$ cat src/rtl/router_pkg.sv
// Shared types and framing constants for the router input-port logic.
package router_pkg;

    localparam int FLIT_WIDTH_DEF = 16;

    typedef logic [FLIT_WIDTH_DEF-1:0] flit_t;

    typedef enum logic [1:0] {
        S_IDLE,
        S_REQ,
        S_SEND
    } buf_state_t;

    // Position of the flit being forwarded within its packet
    typedef logic [1:0] flit_idx_t;
    localparam flit_idx_t HEADER_IDX  = 2'd0;
    localparam flit_idx_t SIZE_IDX    = 2'd1;
    localparam flit_idx_t PAYLOAD_IDX = 2'd2;

endpackage

$ cat src/rtl/router_fifo.sv
// Circular flit buffer: write-then-read, no bypass, head always visible on rdata.
module router_fifo #(
    parameter int WIDTH = 16,
    parameter int DEPTH = 8
) (
    input  logic             clock,
    input  logic             reset,
    input  logic             push,
    input  logic             pop,
    input  logic [WIDTH-1:0] wdata,
    output logic [WIDTH-1:0] rdata,
    output logic             full,
    output logic             empty,
    output logic             empty_next
);

    localparam int PW = $clog2(DEPTH);
    localparam int CW = PW + 1;
    localparam logic [CW-1:0] DEPTH_C = CW'(DEPTH);

    logic [WIDTH-1:0] mem_q [DEPTH];
    logic [PW-1:0]    rd_ptr_q, rd_ptr_d;
    logic [PW-1:0]    wr_ptr_q, wr_ptr_d;
    logic [CW-1:0]    count_q, count_d;
    logic             do_push, do_pop;

    assign full       = (count_q == DEPTH_C);
    assign empty      = (count_q == '0);
    assign empty_next = (count_d == '0);
    assign rdata      = mem_q[rd_ptr_q];

    always_comb begin
        do_push  = push && !full;
        do_pop   = pop && !empty;
        wr_ptr_d = do_push ? wr_ptr_q + PW'(1) : wr_ptr_q;
        rd_ptr_d = do_pop  ? rd_ptr_q + PW'(1) : rd_ptr_q;
        count_d  = count_q;
        if (do_push && !do_pop) begin
            count_d = count_q + CW'(1);
        end else if (!do_push && do_pop) begin
            count_d = count_q - CW'(1);
        end
    end

    always_ff @(posedge clock) begin
        if (reset) begin
            rd_ptr_q <= '0;
            wr_ptr_q <= '0;
            count_q  <= '0;
        end else begin
            rd_ptr_q <= rd_ptr_d;
            wr_ptr_q <= wr_ptr_d;
            count_q  <= count_d;
        end
    end

    // Storage is not reset; pointers and count define what is valid
    always_ff @(posedge clock) begin
        if (do_push) begin
            mem_q[wr_ptr_q] <= wdata;
        end
    end

endmodule

$ cat src/rtl/router_input_buffer.sv
// Router input port: buffers link flits and forwards whole packets to the switch
// via header-request / data-valid handshakes, tracking framing to find packet ends.
//
// state  | meaning
// S_IDLE | no packet in flight; waits for a flit at the FIFO head
// S_REQ  | header at head, h asserted until the switch control acks
// S_SEND | packet being forwarded; data_av whenever the FIFO holds a flit
module router_input_buffer
    import router_pkg::*;
#(
    parameter int FLIT_WIDTH   = 16,
    parameter int BUFFER_DEPTH = 8
) (
    input  logic                  clock,
    input  logic                  reset,
    input  logic                  rx,
    input  logic [FLIT_WIDTH-1:0] data_i,
    output logic                  credit_o,
    output logic                  h,
    input  logic                  ack_h,
    output logic                  data_av,
    output logic [FLIT_WIDTH-1:0] data_o,
    input  logic                  data_ack,
    output logic                  sender,
    output logic                  overflow_o
);

    buf_state_t            state_q, state_d;
    flit_idx_t             flit_idx_q, flit_idx_d;
    logic [FLIT_WIDTH-1:0] remaining_q, remaining_d;
    logic                  h_q, h_d;
    logic                  data_av_q, data_av_d;
    logic                  sender_q, sender_d;
    logic                  overflow_q, overflow_d;

    logic push, pop;
    logic fifo_full, fifo_empty, fifo_empty_next;

    assign credit_o = !reset && !fifo_full;
    assign push     = rx && credit_o;
    assign pop      = data_av_q && data_ack;

    router_fifo #(
        .WIDTH (FLIT_WIDTH),
        .DEPTH (BUFFER_DEPTH)
    ) u_fifo (
        .clock      (clock),
        .reset      (reset),
        .push       (push),
        .pop        (pop),
        .wdata      (data_i),
        .rdata      (data_o),
        .full       (fifo_full),
        .empty      (fifo_empty),
        .empty_next (fifo_empty_next)
    );

    always_comb begin
        state_d     = state_q;
        flit_idx_d  = flit_idx_q;
        remaining_d = remaining_q;
        overflow_d  = overflow_q || (rx && !credit_o);

        case (state_q)
            S_IDLE: begin
                if (!fifo_empty) begin
                    state_d = S_REQ;
                end
            end
            S_REQ: begin
                flit_idx_d = HEADER_IDX;
                if (ack_h) begin
                    state_d = S_SEND;
                end
            end
            S_SEND: begin
                if (pop) begin
                    case (flit_idx_q)
                        HEADER_IDX: flit_idx_d = SIZE_IDX;
                        SIZE_IDX: begin
                            remaining_d = data_o;
                            flit_idx_d  = PAYLOAD_IDX;
                            if (data_o == '0) begin
                                state_d = S_IDLE;
                            end
                        end
                        default: begin
                            remaining_d = remaining_q - FLIT_WIDTH'(1);
                            if (remaining_q == FLIT_WIDTH'(1)) begin
                                state_d = S_IDLE;
                            end
                        end
                    endcase
                end
            end
            default: state_d = S_IDLE;
        endcase

        // Outputs are registered from next state so they line up with state_q
        h_d       = (state_d == S_REQ);
        sender_d  = (state_d == S_SEND);
        data_av_d = sender_d && !fifo_empty_next;
    end

    always_ff @(posedge clock) begin
        if (reset) begin
            state_q     <= S_IDLE;
            flit_idx_q  <= HEADER_IDX;
            remaining_q <= '0;
            h_q         <= 1'b0;
            data_av_q   <= 1'b0;
            sender_q    <= 1'b0;
            overflow_q  <= 1'b0;
        end else begin
            state_q     <= state_d;
            flit_idx_q  <= flit_idx_d;
            remaining_q <= remaining_d;
            h_q         <= h_d;
            data_av_q   <= data_av_d;
            sender_q    <= sender_d;
            overflow_q  <= overflow_d;
        end
    end

    assign h          = h_q;
    assign data_av    = data_av_q;
    assign sender     = sender_q;
    assign overflow_o = overflow_q;

endmodule

$ cat config.mk
export PLATFORM = sky130hd
export DESIGN_NAME = router_input_buffer
export DESIGN_NICKNAME = d
export VERILOG_FILES = /design/src/rtl/router_pkg.sv /design/src/rtl/router_fifo.sv /design/src/rtl/router_input_buffer.sv
export SDC_FILE = /design/constraint.sdc
export NUM_CORES = 1
export LEC_CHECK = 0
export ABC_AREA = 1
export CAP_MARGIN = 20
export CORE_ASPECT_RATIO = 0.5
export CORE_MARGIN = 2
export CORE_UTILIZATION = 30
export CTS_BUF_LIST = sky130_fd_sc_hd__clkbuf_2
export DETAILED_ROUTE_END_ITERATION = 10
export MAX_ROUTING_LAYER = met4
export PLACE_DENSITY_LB_ADDON = 0.05
export SLEW_MARGIN = 30
export SYNTH_ARGS = -nofsm -noshare
export SYNTH_HDL_FRONTEND = slang
export SYNTH_SLANG_ARGS = --single-unit
$ cat constraint.sdc
create_clock -name clock -period 6.81 [get_ports clock]
set_input_delay 1.7025 -clock clock [delete_from_list [all_inputs] [get_ports clock]]
set_output_delay 1.7025 -clock clock [all_outputs]
set_load 0.01 [all_outputs]
# Word level (Yosys, flattened, before mapping)
# Memories as Yosys holds them, arrays and structs flattened. A register that Yosys moved wholly into a read port is not among the register bits.
# Index checks and enable logic that the tools add are counted.
[word_totals]
reg_bits = 34
ramBits = 128
input_bits = 21
out_inout_bits = 21
wordCells = 68
mem_count = 1
[memory_table]
columns = ["memory", "depth", "word_bits", "rd", "rd_ports_with_merged_regs", "wr", "line", "text"]
rows = [
  ["u_fifo.mem_q", 8, 16, 1, 1, 1, "router_fifo.sv:21", "logic [WIDTH-1:0] mem_q [DEPTH];"],
]
[op_classes]
addsub = 5
eq_ne = 9
mux = 17
n_bitwise = 1
reduce_logical = 25
[op_table]
columns = ["op", "count"]
rows = [
  ["16-bit case mux with 2 select lines", 1],
  ["16-bit by 1-bit equality test with 1-bit output (second input constant)", 1],
  ["16-bit zero test", 1],
  ["16-bit by 1-bit subtractor with 16-bit output (second input constant)", 1],
  ["2-bit 2-to-1 mux", 6],
  ["2-bit case mux with 2 select lines", 3],
  ["1-bit logical AND", 9],
  ["4-bit zero test", 2],
  ["4-bit 2-to-1 mux", 2],
  ["1-bit zero test", 7],
  ["3-bit by 1-bit adder with 3-bit output (second input constant)", 2],
  ["2-bit by 1-bit equality test with 1-bit output (second input constant)", 3],
  ["3-bit 2-to-1 mux", 2],
  ["2-bit case mux with 3 select lines", 1],
  ["3-bit AND reduction", 2],
  ["4-bit by 1-bit adder with 4-bit output (second input constant)", 1],
  ["2-bit equality test (second input constant)", 2],
  ["4-bit equality test (second input constant)", 1],
  ["2-bit zero test", 2],
  ["4-bit by 1-bit subtractor with 4-bit output (second input constant)", 1],
  ["3-bit != test (second input constant)", 1],
  ["1-bit 2-to-1 mux", 2],
  ["2-bit by 1-bit != test with 1-bit output (second input constant)", 1],
  ["2-bit nonzero test", 1],
  ["other kinds (2)", 2],
]

# Longest topological paths before layout
[depth]
ltp_word = 12
depth_mapped = 18
depth_no_buf = 17

# Cells and area by module
# A second synthesis with hierarchy kept.
[unflattened]
cells_unflattened = 713
area_unflattened_um2 = 7272.0
[by_module_without_submodules]
columns = ["mod", "instances", "cells_per_inst", "area_each_um2", "seq_area_each_um2"]
rows = [
  ["router_fifo", 1, 472, 5689.2, 4103.9],
  ["router_input_buffer", 1, 241, 1582.8, 480.5],
]

# Least setup slack after synthesis
# No wires, ideal clock.
[synth_path]
path_kind = "input to output"
start = "in reset"
end = "out credit_o"
t_arrival_ps = 2092
t_required_ps = 5108
slack_ps = 3016
cell_stages = 4
n_path_buf = 1
cell_sequence = "buf_2 > inv_2 > nand2_1 > inv_1"
[synth_via]
elab_chain_cells = 2
[synth_lines]
columns = ["item", "line", "text"]
rows = [
  ["from (decl)", "router_input_buffer.sv:15", "input logic reset,"],
  ["1-bit zero test", "router_input_buffer.sv:39", "assign credit_o = !reset && !fifo_full;"],
  ["1-bit logical AND", "router_input_buffer.sv:39", ""],
  ["to (decl)", "router_input_buffer.sv:18", "output logic credit_o,"],
]
# Every way passes these cells.

# Final worst setup path
# Same ends and word-level chain as after synthesis.

==> results.md <==
Outcome:
- The run finished with clean final reports.

Global route:
- The number of global-route vias before repair is around 4900.
- The global-route congestion overflow total is 0.
- The initial antenna violation count came to 1.
- The first global-routing pass estimated around 30 mm of wire.
- For this run, the total global-route usage over all layers was measured as about 17%.
- Entering global routing, the biggest net connects 66 pins.

Place:
- Summing all placed instances gives a cell area of between 7000 and 8000 µm².
- The HPWL after detailed placement is roughly 11 mm.
- OpenSTA, run right after detailed placement, puts the worst setup slack at between 1.5 and 2 ns.
- At the end of routability-driven placement, the weighted congestion stood at 0.775.
- The number of I/O port buffers is 41.

Clock network:
- Counting along the longest clock path gives a buffer depth of 2.
- The CTS buffer count is 17.
- The TritonCTS sink count is ~170.
- The number of hold buffers added after CTS was 0.
- The CTS tree is done.
- The cell at the root of the clock tree is clkbuf_2.
- The number of buffers inserted by post-CTS setup repair is 0.
- The later pin in the worst-skew pair is clocked with a latency of just over 0.8 ns.
- The number of H-tree levels is 4.
- The post-CTS clock slew at the launch and capture registers of the worst setup and hold paths is roughly 0.22 ns.
- Post-CTS repair changed the size of 0 cells.

Floorplanning:
- The die area is 25500 µm².
- The area of the core is about 24000 µm².
- Once the floorplan was initialized, standard cells occupied 30.4% of the core.
- 42 I/O pins were placed.
- The floorplan has 40 rows.
- The floorplan die height is 114 µm.
- The die span in x is between 200 and 250 µm.

Finish:
- The number of nets at the end of the flow is roughly 830.
- The area added between synthesis and finish is 13.6%.
- The cell area after layout is just over 8000 µm².
- The share of the core filled with cells is between 30% and 40%.
- In the final layout, the share of cells above drive strength 1 is between 6 and 7%.

Timing:
- The total count of hold-check failures in the final report is 0.
- The fraction of the cycle the final worst path needs is 72.8%.
- The maximum clock rate is about 0.2 GHz.
- Setup repair after global routing left no endpoint under its margin.
- The time the final worst path needs with I/O delays and setup is about 5 ns.
- The worst-margin pin slew is approximately 0.90 ns.
- The number of setup violations in the final report is 0.
- In this run the tightest slew margin relative to its limit is roughly two fifths.
- The count of final max-slew check failures is 0.
- The worst clock skew on the final layout is approximately 0.03 ns.
- For the final routed database, the setup TNS stands at 0 ns.
- Setup slack closes at 1.85 ns.

Setup path:
- The element type at the critical path end is a primary output.
- STA classifies the critical path startpoint as an input port.
- The required time of the critical path is 5.11 ns.
- The classification of the worst setup path is input port to primary output.
- The critical path data arrival time is 3.25 ns.
- The worst-path maximum fanout is 25.

Synth:
- Counting every instance in the synthesized netlist gives about 760.
- The most common cell in the synthesized netlist is nand2_1.
- Counting flops with a built-in enable in the synthesized netlist gives between 100 and 150.
- For this run, the leading register cell type out of synthesis is edfxtp_1.
- The Yosys step of the flow raised 0 warnings.
- The cell type with the largest total area after synthesis is edfxtp_1.
- For this run, asynchronously set or reset flops after synthesis account for 0%.
- The synthesized design contains around 170 register bits.
- The area of the mapped netlist is between 7000 and 8000 µm².
- Averaged over all synthesized cells, the footprint is 9.50 µm².
- By area the synthesized netlist is led by edfxtp_1, dfxtp_1, nand2_1.
- The post-synthesis net count is slightly below 800.
- The sequential share of the synthesized area is between 60% and 70%.
- The commonest cells after synthesis are nand2_1, edfxtp_1, nor2_1.
- The count of distinct cell types in the synthesized netlist is 32.
- The fraction of post-synthesis cell area in the top cell type by area is 53.0%.

Drt:
- The average wire per cell in the routed design is about 17 µm.
- The violation count after the first detailed-route iteration is 448.
- The total wire length after detailed routing is between 15 and 20 mm.
- The number of detailed-routing iterations run before antenna repair is 4.
- The via density per instance is roughly 4.5.
- Summing over every cut layer, the via total after detailed routing is between 5000 and 6000.
- The detailed-route DRC error count is 0.
- The final antenna-violating net count is 0.

Min path:
- The tightest min-delay check is of the flop to flop type.

Power:
- IR analysis of the VDD net gives a maximum drop of about 0.087 mV.
- The power density over cell area is between 200 and 250 nW/µm².
- The completed layout was analyzed and its total power is 0.00192 W.
- Summed over all cells, the static leakage comes to about 3.2 nW.

Job:
- The tool flagged a number of max-cap violations equal to 0.
==> power by group <==
part / switching [W] / internal, W
Combinational: 0.000156 / 0.0000888
Sequential: 0.0000146 / 0.00111
Clock: 0.000370 / 0.000174
Total: 0.000541 / 0.00138
==> per-stage QoR <==
step / cells / hold slack, ns
after floorplan: 763 / 0.445
after global placement: 1101 / 0.456
after detailed placement: 1101 / 0.460
after CTS: 1133 / 0.485
after global routing: 1134 / 0.508
final: 1135 / 0.482
==> per-layer routing <==
layer / GRT usage [%] / share of wire, % / up-vias
met5: - / 0 / -
met2: 24.8 / 44 / 117
met3: 3.04 / 6.3 / 18
li1: - / - / 2603
met4: 5.56 / 1.1 / 0
met1: 23.5 / 49 / 2426
==> path summary, 6_finish.rpt <==
path	start	end	slack, ns	depth (start not counted)
hold reg to reg	remaining_q[15]	remaining_q[15]	0.48	2
setup / recovery	reset	credit_o	1.85	6
hold / removal	remaining_q[15]	remaining_q[15]	0.48	2
setup reg to reg	flop	sender	4.12	14
==> cell type report <==
cell class | instances | area [µm²]
clock inverter | 12 | 128
sequential | 165 | 4590
fill | 2461 | 15600
inverter | 94 | 355
antenna | 2 | 5.00
timing repair buffer | 54 | 508
tap | 315 | 394
multi-input combinational | 473 | 2150
clock buffer | 20 | 100
==> flip-flops by register name, summed over array words and instances (netlist names), named ones only <==
name,flops
u_fifo.mem_q,128
remaining_q,16
u_fifo.count_q,4
u_fifo.rd_ptr_q,3
u_fifo.wr_ptr_q,3
flit_idx_q,2
state_q,2
data_av,1
h,1
overflow_o,1
sender,1
==> cell families (layout without fill, tap and decap cells) <==
family / Yosys count / count (layout) / share of synthesized area, %
simple gates: 351 / 351 / 19.5
flops: 165 / 165 / 63.3
buf+inv: 125 / 180 / 7.37
other cells: 0 / 2 / 0
compound gates: 111 / 111 / 8.25
xor+xnor: 5 / 5 / 0.604
fa+ha+maj: 6 / 6 / 1.04
==> critical path, stage by stage <==
cell and delay (ns):
clkdlybuf4s50_1 0.47, buf_4 0.30, inv_2 0.14, nand2_1 0.12, inv_1 0.05, clkdlybuf4s50_1 0.47
==> layout by cell type (no fill, tap or decap), types with 2 or more instances in the layout <==
| cell | synthesis | layout |
|---|---|---|
| inv_2 | 3 | 2 |
| inv_1 | 91 | 91 |
| clkinv_1 | 0 | 3 |
| a2111oi_0 | 2 | 2 |
| bufinv_16 | 0 | 2 |
| o211ai_1 | 3 | 3 |
| nor4_1 | 2 | 2 |
| clkbuf_2 | 0 | 20 |
| o21ai_0 | 57 | 57 |
| inv_6 | 0 | 3 |
| nand2_1 | 180 | 180 |
| edfxtp_1 | 128 | 128 |
| ha_1 | 6 | 6 |
| o21ai_1 | 12 | 12 |
| nand3_1 | 48 | 48 |
| dfxtp_1 | 37 | 36 |
| o41ai_1 | 2 | 2 |
| nor2_2 | 1 | 8 |
| o31ai_1 | 2 | 2 |
| nor3_1 | 5 | 5 |
| buf_4 | 2 | 13 |
| xor2_1 | 5 | 5 |
| a21oi_1 | 28 | 28 |
| nor3_2 | 2 | 2 |
| clkinv_4 | 0 | 2 |
| nor2_1 | 111 | 103 |
| clkdlybuf4s50_1 | 0 | 41 |
| diode_2 | 0 | 2 |
No activity file was read; power rests on OpenSTA's default activity.
